File: config.mk
export PLATFORM = sky130hd
export DESIGN_NAME = seg7_scan_encoder
export DESIGN_NICKNAME = d
export VERILOG_FILES = /design/src/rtl/seg7_scan_encoder_pkg.sv /design/src/rtl/seg7_to_bcd.sv /design/src/rtl/seg7_scan_encoder.sv
export SDC_FILE = /design/constraint.sdc
export NUM_CORES = 1
export LEC_CHECK = 0
export CORE_UTILIZATION = 50
export CTS_CLUSTER_DIAMETER = 30
export DETAILED_ROUTE_END_ITERATION = 12
export PLACE_DENSITY = 0.7
export SYNTH_ARGS = -nofsm -noshare
export SYNTH_HDL_FRONTEND = slang
export SYNTH_SLANG_ARGS = --single-unit
File: constraint.sdc
create_clock -name clk -period 2.15 [get_ports clk]
set_input_delay 0.3225 -clock clk [delete_from_list [all_inputs] [get_ports clk]]
set_output_delay 0.3225 -clock clk [all_outputs]
set_load 0.01 [all_outputs]
File: src/rtl/seg7_scan_encoder_pkg.sv
// ============================================================================
// Module      : seg7_scan_encoder_pkg
// Description : Shared 7-segment constants (a..g, bit6=a .. bit0=g) and the
//               BCD codes used for blank and unrecognised patterns. The same
//               table drives the forward decoder and the scan encoder.
// Revision    : 1.0 - initial release
// ============================================================================
`default_nettype none

package seg7_scan_encoder_pkg;

  localparam logic [6:0] SEG_0     = 7'b1111110;
  localparam logic [6:0] SEG_1     = 7'b0110000;
  localparam logic [6:0] SEG_2     = 7'b1101101;
  localparam logic [6:0] SEG_3     = 7'b1111001;
  localparam logic [6:0] SEG_4     = 7'b0110011;
  localparam logic [6:0] SEG_5     = 7'b1011011;
  localparam logic [6:0] SEG_6     = 7'b1011111;
  localparam logic [6:0] SEG_7     = 7'b1110000;
  localparam logic [6:0] SEG_8     = 7'b1111111;
  localparam logic [6:0] SEG_9     = 7'b1111011;
  localparam logic [6:0] SEG_BLANK = 7'b0000000;

  localparam logic [3:0] BCD_BLANK   = 4'hF;
  localparam logic [3:0] BCD_ILLEGAL = 4'hE;

  // Result of encoding one segment pattern.
  typedef struct packed {
    logic [3:0] bcd;
    logic       illegal;
  } seg7_code_t;

  // Map a segment pattern back to its digit; blank is a legal code.
  function automatic seg7_code_t seg7_encode(input logic [6:0] seg);
    seg7_code_t code;
    code.bcd     = BCD_ILLEGAL;
    code.illegal = 1'b1;
    case (seg)
      SEG_0:     begin code.bcd = 4'd0;      code.illegal = 1'b0; end
      SEG_1:     begin code.bcd = 4'd1;      code.illegal = 1'b0; end
      SEG_2:     begin code.bcd = 4'd2;      code.illegal = 1'b0; end
      SEG_3:     begin code.bcd = 4'd3;      code.illegal = 1'b0; end
      SEG_4:     begin code.bcd = 4'd4;      code.illegal = 1'b0; end
      SEG_5:     begin code.bcd = 4'd5;      code.illegal = 1'b0; end
      SEG_6:     begin code.bcd = 4'd6;      code.illegal = 1'b0; end
      SEG_7:     begin code.bcd = 4'd7;      code.illegal = 1'b0; end
      SEG_8:     begin code.bcd = 4'd8;      code.illegal = 1'b0; end
      SEG_9:     begin code.bcd = 4'd9;      code.illegal = 1'b0; end
      SEG_BLANK: begin code.bcd = BCD_BLANK; code.illegal = 1'b0; end
      default:   begin code.bcd = BCD_ILLEGAL; code.illegal = 1'b1; end
    endcase
    return code;
  endfunction

endpackage : seg7_scan_encoder_pkg

`default_nettype wire

File: src/rtl/seg7_to_bcd.sv
// ============================================================================
// Module      : seg7_to_bcd
// Description : Combinational 7-segment pattern to BCD encoder. Blank maps to
//               4'hF (legal); anything outside the digit table maps to 4'hE
//               with illegal asserted.
// Revision    : 1.0 - initial release
// ============================================================================
`default_nettype none

module seg7_to_bcd
  import seg7_scan_encoder_pkg::*;
(
  input  logic [6:0] seg,
  output logic [3:0] bcd,
  output logic       illegal
);

  seg7_code_t code;

  // Pure table lookup; no state.
  always_comb begin
    code    = seg7_encode(seg);
    bcd     = code.bcd;
    illegal = code.illegal;
  end

endmodule : seg7_to_bcd

`default_nettype wire

File: src/rtl/seg7_scan_encoder.sv
// ============================================================================
// Module      : seg7_scan_encoder
// Description : Samples a multiplexed 7-segment bus plus one-hot digit
//               strobe, waits for STABLE_CYCLES identical samples, encodes
//               the pattern back to BCD into a shadow frame and publishes the
//               whole frame with a one-cycle frame_valid pulse once every
//               digit position has been captured.
// Revision    : 1.0 - initial release
// ============================================================================
`default_nettype none

module seg7_scan_encoder
  import seg7_scan_encoder_pkg::*;
#(
  parameter int DIGITS        = 4,
  parameter int STABLE_CYCLES = 3
) (
  input  logic                  clk,
  input  logic                  rst,
  input  logic [6:0]            seg_in,
  input  logic [DIGITS-1:0]     dig_en,
  output logic [4*DIGITS-1:0]   bcd_out,
  output logic                  frame_valid,
  output logic                  err,
  output logic [DIGITS-1:0]     err_mask
);

  localparam int CNT_W = $clog2(STABLE_CYCLES + 1);
  localparam int IDX_W = (DIGITS > 1) ? $clog2(DIGITS) : 1;
  localparam logic [CNT_W-1:0] CNT_MAX  = CNT_W'(STABLE_CYCLES);
  localparam logic [CNT_W-1:0] CNT_LAST = CNT_W'(STABLE_CYCLES - 1);

  // Sample registers and stability counter
  logic [6:0]          s_seg_q,  s_seg_d;
  logic [DIGITS-1:0]   s_dig_q,  s_dig_d;
  logic [CNT_W-1:0]    cnt_q,    cnt_d;

  // Frame assembly
  logic [DIGITS-1:0]   filled_q,     filled_d;
  logic [4*DIGITS-1:0] shadow_q,     shadow_d;
  logic [DIGITS-1:0]   shadow_err_q, shadow_err_d;

  // Published frame
  logic [4*DIGITS-1:0] bcd_out_q,     bcd_out_d;
  logic [DIGITS-1:0]   err_mask_q,    err_mask_d;
  logic                err_q,         err_d;
  logic                frame_valid_q, frame_valid_d;

  logic                dig_one_hot;
  logic                run_stable;
  logic                capture;
  logic                frame_done;
  logic [IDX_W-1:0]    dig_idx;
  logic [3:0]          enc_bcd;
  logic                enc_illegal;

  seg7_to_bcd u_enc (
    .seg     (seg_in),
    .bcd     (enc_bcd),
    .illegal (enc_illegal)
  );

  // Qualify the current input against the previous sample; only a single
  // active strobe can ever count toward a capture.
  always_comb begin
    dig_one_hot = ($countones(dig_en) == 1);
    run_stable  = dig_one_hot && (seg_in == s_seg_q) && (dig_en == s_dig_q);
    capture     = run_stable && (cnt_q == CNT_LAST);
    frame_done  = &filled_q;
  end

  // One-hot strobe to slot index (only meaningful when dig_en is one-hot).
  always_comb begin
    dig_idx = '0;
    for (int i = 0; i < DIGITS; i++) begin
      if (dig_en[i]) begin
        dig_idx = IDX_W'(i);
      end
    end
  end

  // Next-state: sampling, saturating stability count, shadow writes and
  // frame publication. A capture on the publish edge starts the next frame.
  always_comb begin
    s_seg_d       = seg_in;
    s_dig_d       = dig_en;
    cnt_d         = '0;
    filled_d      = filled_q;
    shadow_d      = shadow_q;
    shadow_err_d  = shadow_err_q;
    bcd_out_d     = bcd_out_q;
    err_mask_d    = err_mask_q;
    err_d         = err_q;
    frame_valid_d = frame_done;

    if (run_stable) begin
      cnt_d = (cnt_q == CNT_MAX) ? CNT_MAX : cnt_q + 1'b1;
    end

    if (frame_done) begin
      bcd_out_d  = shadow_q;
      err_mask_d = shadow_err_q;
      err_d      = |shadow_err_q;
      filled_d   = '0;
    end

    if (capture) begin
      shadow_d[4*dig_idx +: 4] = enc_bcd;
      shadow_err_d[dig_idx]    = enc_illegal;
      filled_d[dig_idx]        = 1'b1;
    end
  end

  // State registers; reset discards any partially assembled frame.
  always_ff @(posedge clk or posedge rst) begin
    if (rst) begin
      s_seg_q       <= '0;
      s_dig_q       <= '0;
      cnt_q         <= '0;
      filled_q      <= '0;
      shadow_q      <= '0;
      shadow_err_q  <= '0;
      bcd_out_q     <= '0;
      err_mask_q    <= '0;
      err_q         <= 1'b0;
      frame_valid_q <= 1'b0;
    end else begin
      s_seg_q       <= s_seg_d;
      s_dig_q       <= s_dig_d;
      cnt_q         <= cnt_d;
      filled_q      <= filled_d;
      shadow_q      <= shadow_d;
      shadow_err_q  <= shadow_err_d;
      bcd_out_q     <= bcd_out_d;
      err_mask_q    <= err_mask_d;
      err_q         <= err_d;
      frame_valid_q <= frame_valid_d;
    end
  end

  assign bcd_out     = bcd_out_q;
  assign err_mask    = err_mask_q;
  assign err         = err_q;
  assign frame_valid = frame_valid_q;

endmodule : seg7_scan_encoder

`default_nettype wire

==> flow_summary_export.csv <==
group,metric,value,unit
run_status,status,"finished, violations left",
run_status,failed_checks,"negative setup slack",
sta,setup_tns,-1.648,ns
power_and_ir_drop,clkPwrFrac,46.6,%
sta,finalClockSkew,0.008007,ns
clock_network,clk_latency,0.33,ns
yosys,synth.avg_cell_area,10.44,um2
sta,finalSetupViolations,18,
yosys,synth-edff-count,0,
sta,min_period,2.330,ns
min_path,hold_depth,2,
place,gp_congestion,0.8076,
route,num_vias,2201,
place,placed_area,0.003562,mm2
clock_network,ctsHtreeMaxLevel,3,
yosys,syn_area,0.002840,mm2
route,drtIter0Drc,103,
power_and_ir_drop,leakage,2.070,nW
sta,fin_hold_ws,0.2214,ns
critical_path,cp-startpoint,"dig_en[0]",
power_and_ir_drop,ir_drop,0.6001,mV
finish,syn_to_final_growth,41.72,%
floorplan,die_x,77.37,um
critical_path,r2r_slack,0.29,ns
power_and_ir_drop,power.share.combinational,10.5,%
sta,finalHoldViolCount,0,
yosys,synth-seq-area-share,51.98,%
yosys,synth_seq_cells,59,
power_and_ir_drop,internal-power,2.056,mW
clock_network,clkSinkCount,59,
grt,grt_pass1_vias,2237,
grt,grt_pass1_wl,10030,um
grt,grt_usage,21.63,%
finish,layout-drive-gt1-share,29.30,%
floorplan,start_util,51.58,%
sta,rsz0062_at_grt,"yes",
sta,finalWorstSetupSlack,-0.1799,ns
grt,grt_max_degree,31,
route,drt-total-wl,6047,um
yosys,synthDistinctLibCells,45,
sta,drv_slew,0,
finish,diodes,0,
clock_network,cts_buffers,9,
critical_path,worstPathRequired,2.36,ns
critical_path,critPathMaxFanout,5,
floorplan,ioPinCount,35,
critical_path,reg2reg_depth,7,
clock_network,cts_hold_buf,0,
sta,max_slew_margin,65.36,%
yosys,synth_area_leaders,"dfrtp_1, nand2_1, ha_1",
clock_network,cts_tree,"yes",
clock_network,cts-root-buf,"clkbuf_8",
finish,postLayoutCellArea,0.004025,mm2
power_and_ir_drop,p_per_area,653.0,mW/mm2
route,avgRoutedWirePerCell,14.16,um
yosys,async_reset_ff_share,100.0,%
critical_path,cp.arrival,2.54,ns
critical_path,critPathMaxStageDelay,0.52,ns
clock_network,clk_pin_slew,0.06,ns
place,dp_cells,405,
job,maxCapViolations,0,
floorplan,dieHeight,77.37,um
min_path,hold_class,"in2reg",
yosys,synth_warnings,0,
critical_path,cp_slowest_cell,"fa_1",
sta,clock.fmax,429.2,MHz
power_and_ir_drop,p_sw,0.5730,mW
finish,utilization,73.10,%
power_and_ir_drop,p_sw_share,21.80,%
finish,stdcell_count,427,
grt,antenna_found_initial,0,
route,drtAntennaViolNets,0,
finish,final_nets,372,
route,vias_per_cell,5.155,
place,port_buffers,34,
critical_path,endpoint_kind,"flop",
route,drt-pass1-iter-count,4,
floorplan,rows,27,
clock_network,cts.path.max_buffers,2,
yosys,ys.flop_type,"dfrtp_1",
sta,tightest_slew,0.5188,ns
yosys,synth_fp_nets,294,
yosys,synth_top_cell_by_area,"dfrtp_1",
sta,fin_crit_sh,108.4,%
grt,gr-total-overflow,0,
critical_path,crit_chain,"buf_8, inv_4, fa_1, inv_1, ha_2, ha_4, nor3b_4, nand4_4, nor4_4, buf_6, nand2_4, mux2_4",
route,remaining_drc_errors,0,
critical_path,setup.worst_path.class,"in2reg",
critical_path,reg2reg_from,"s_seg_q[5]",
floorplan,die-area,0.005986,mm2
power_and_ir_drop,p_seq_share,42.9,%
yosys,synthCells,272,
floorplan,core-area,0.005507,mm2
critical_path,critPathLaunchType,"input pin",
place,dp_hpwl,4077,um
min_path,hp-start,"dig_en[1]",
yosys,yosys.area.top_type_share,51.98,%
[final timing paths]
| check | to |
|---|---|
| setup reg to reg | shadow_q[14] |
| max in group asynchronous | shadow_q[13] |
| min in group asynchronous | filled_q[1] |
| setup / recovery | shadow_q[7] |
| hold / removal | s_dig_q[1] |
| hold reg to reg | bcd_out[10] |
[power groups by stage]
stage	Sequential, mW	Combinational (mW)	Clock (mW)
CTS	1.13	0.267	1.25
global route	1.13	0.301	1.29
global placement	1.15	0.250	0
detailed placement	1.15	0.253	0
floorplan	1.15	0.146	0
finish	1.13	0.276	1.22
[synthesized netlist by cell type, drive strengths merged (6+ instances only)]
cell	number
a21boi	8
buf	7
dfrtp	59
ha	8
inv	14
nand2	70
nand3	8
nand4	8
nor2	8
o21ai	6
o21bai	8
xnor2	12
[per-stage QoR]
| step | total power, mW | setup slack, ns |
|---|---|---|
| final | 2.629 | -0.1799 |
| after global routing | 2.720 | -0.2512 |
| after CTS | 2.644 | -0.1066 |
| after detailed placement | 1.402 | -1.084 |
| after global placement | 1.398 | -1.031 |
| after floorplan | 1.294 | -0.4690 |
[metal layers]
layer	track usage, %	share of wire, %	up-vias
met5	0	0	-
met4	9.623	2.0	0
met3	5.176	2.8	16
met2	36.28	50	38
met1	26.45	45	1077
li1	-	-	1070
[critical path, delay by kind of cell]
kind                     cells  cell delay (ns)
adder cells (fa/ha/maj)      3             0.92
buffers and inverters        4             0.35
multiplexers                 1             0.30
AND/OR/NAND/NOR              4             0.65
[flip-flops by register name, summed over array words and instances (netlist names)]
signal / cells
bcd_out: 16
shadow_q: 16
s_seg_q: 7
err_mask: 4
filled_q: 4
s_dig_q: 4
shadow_err_q: 4
cnt_q: 2
err: 1
frame_valid: 1
[cells by family (layout without fill, tap and decap cells)]
| group | after synthesis | in the layout | share of synthesized area, % |
|---|---|---|---|
| xor gates and xnor gates | 12 | 12 | 5.551 |
| DFF | 59 | 59 | 51.98 |
| muxes | 8 | 8 | 3.260 |
| and+or+nand+nor | 122 | 122 | 22.07 |
| adders and majority gates | 9 | 9 | 4.229 |
| AOI/OAI and AO/OA | 35 | 35 | 8.547 |
| buffers and inverters | 27 | 110 | 4.361 |
[placed cells by master, fill, tap and decap left out, types with 2 or more instances in the layout]
cell type,Yosys,final
inv_2,0,2
ha_1,8,6
xnor2_2,2,2
nor4_4,1,2
mux2i_1,4,4
clkbuf_8,0,10
dfrtp_1,59,59
nand2_4,0,6
xnor2_1,8,8
o21ai_0,6,6
bufinv_16,0,3
or3_1,2,2
nor2_1,8,8
nand3_2,0,2
xnor2_4,2,2
clkdlybuf4s50_1,0,31
buf_12,0,3
buf_6,2,8
inv_1,14,10
nand2_1,68,62
and3_1,4,4
nand2_2,2,2
buf_4,1,35
and4_1,4,4
nand2b_1,3,3
nand4_1,6,6
clkinv_2,0,2
a21boi_1,0,2
buf_8,0,2
nand3_4,0,2
o21bai_1,8,7
a21boi_2,0,6
mux2_4,2,4
a21oi_1,4,4
nor4_1,4,3
a21o_1,4,4
nor3_1,5,5
nand3_1,8,4
[timing repair]
| action | in CTS | in global routing |
|---|---|---|
| buffers inserted | 4 | 1 |
| cloned | 2 | 0 |
| hold endpoints to repair | 0 | 0 |
| gates resized for setup | 47 | 21 |
| pin swaps | 11 | 10 |
| setup endpoints to repair | 26 | 24 |
[cell type report]
class / instances / area [um2]
clock buffers: 11 / 141.4
well taps: 72 / 90.09
clock inverters: 5 / 100.1
repair buffers: 79 / 753.2
fillers: 389 / 1481
multi-input cells: 186 / 1398
inverters: 15 / 66.31
flip-flops and latches: 59 / 1476
No activity file was read; power rests on OpenSTA's default activity.
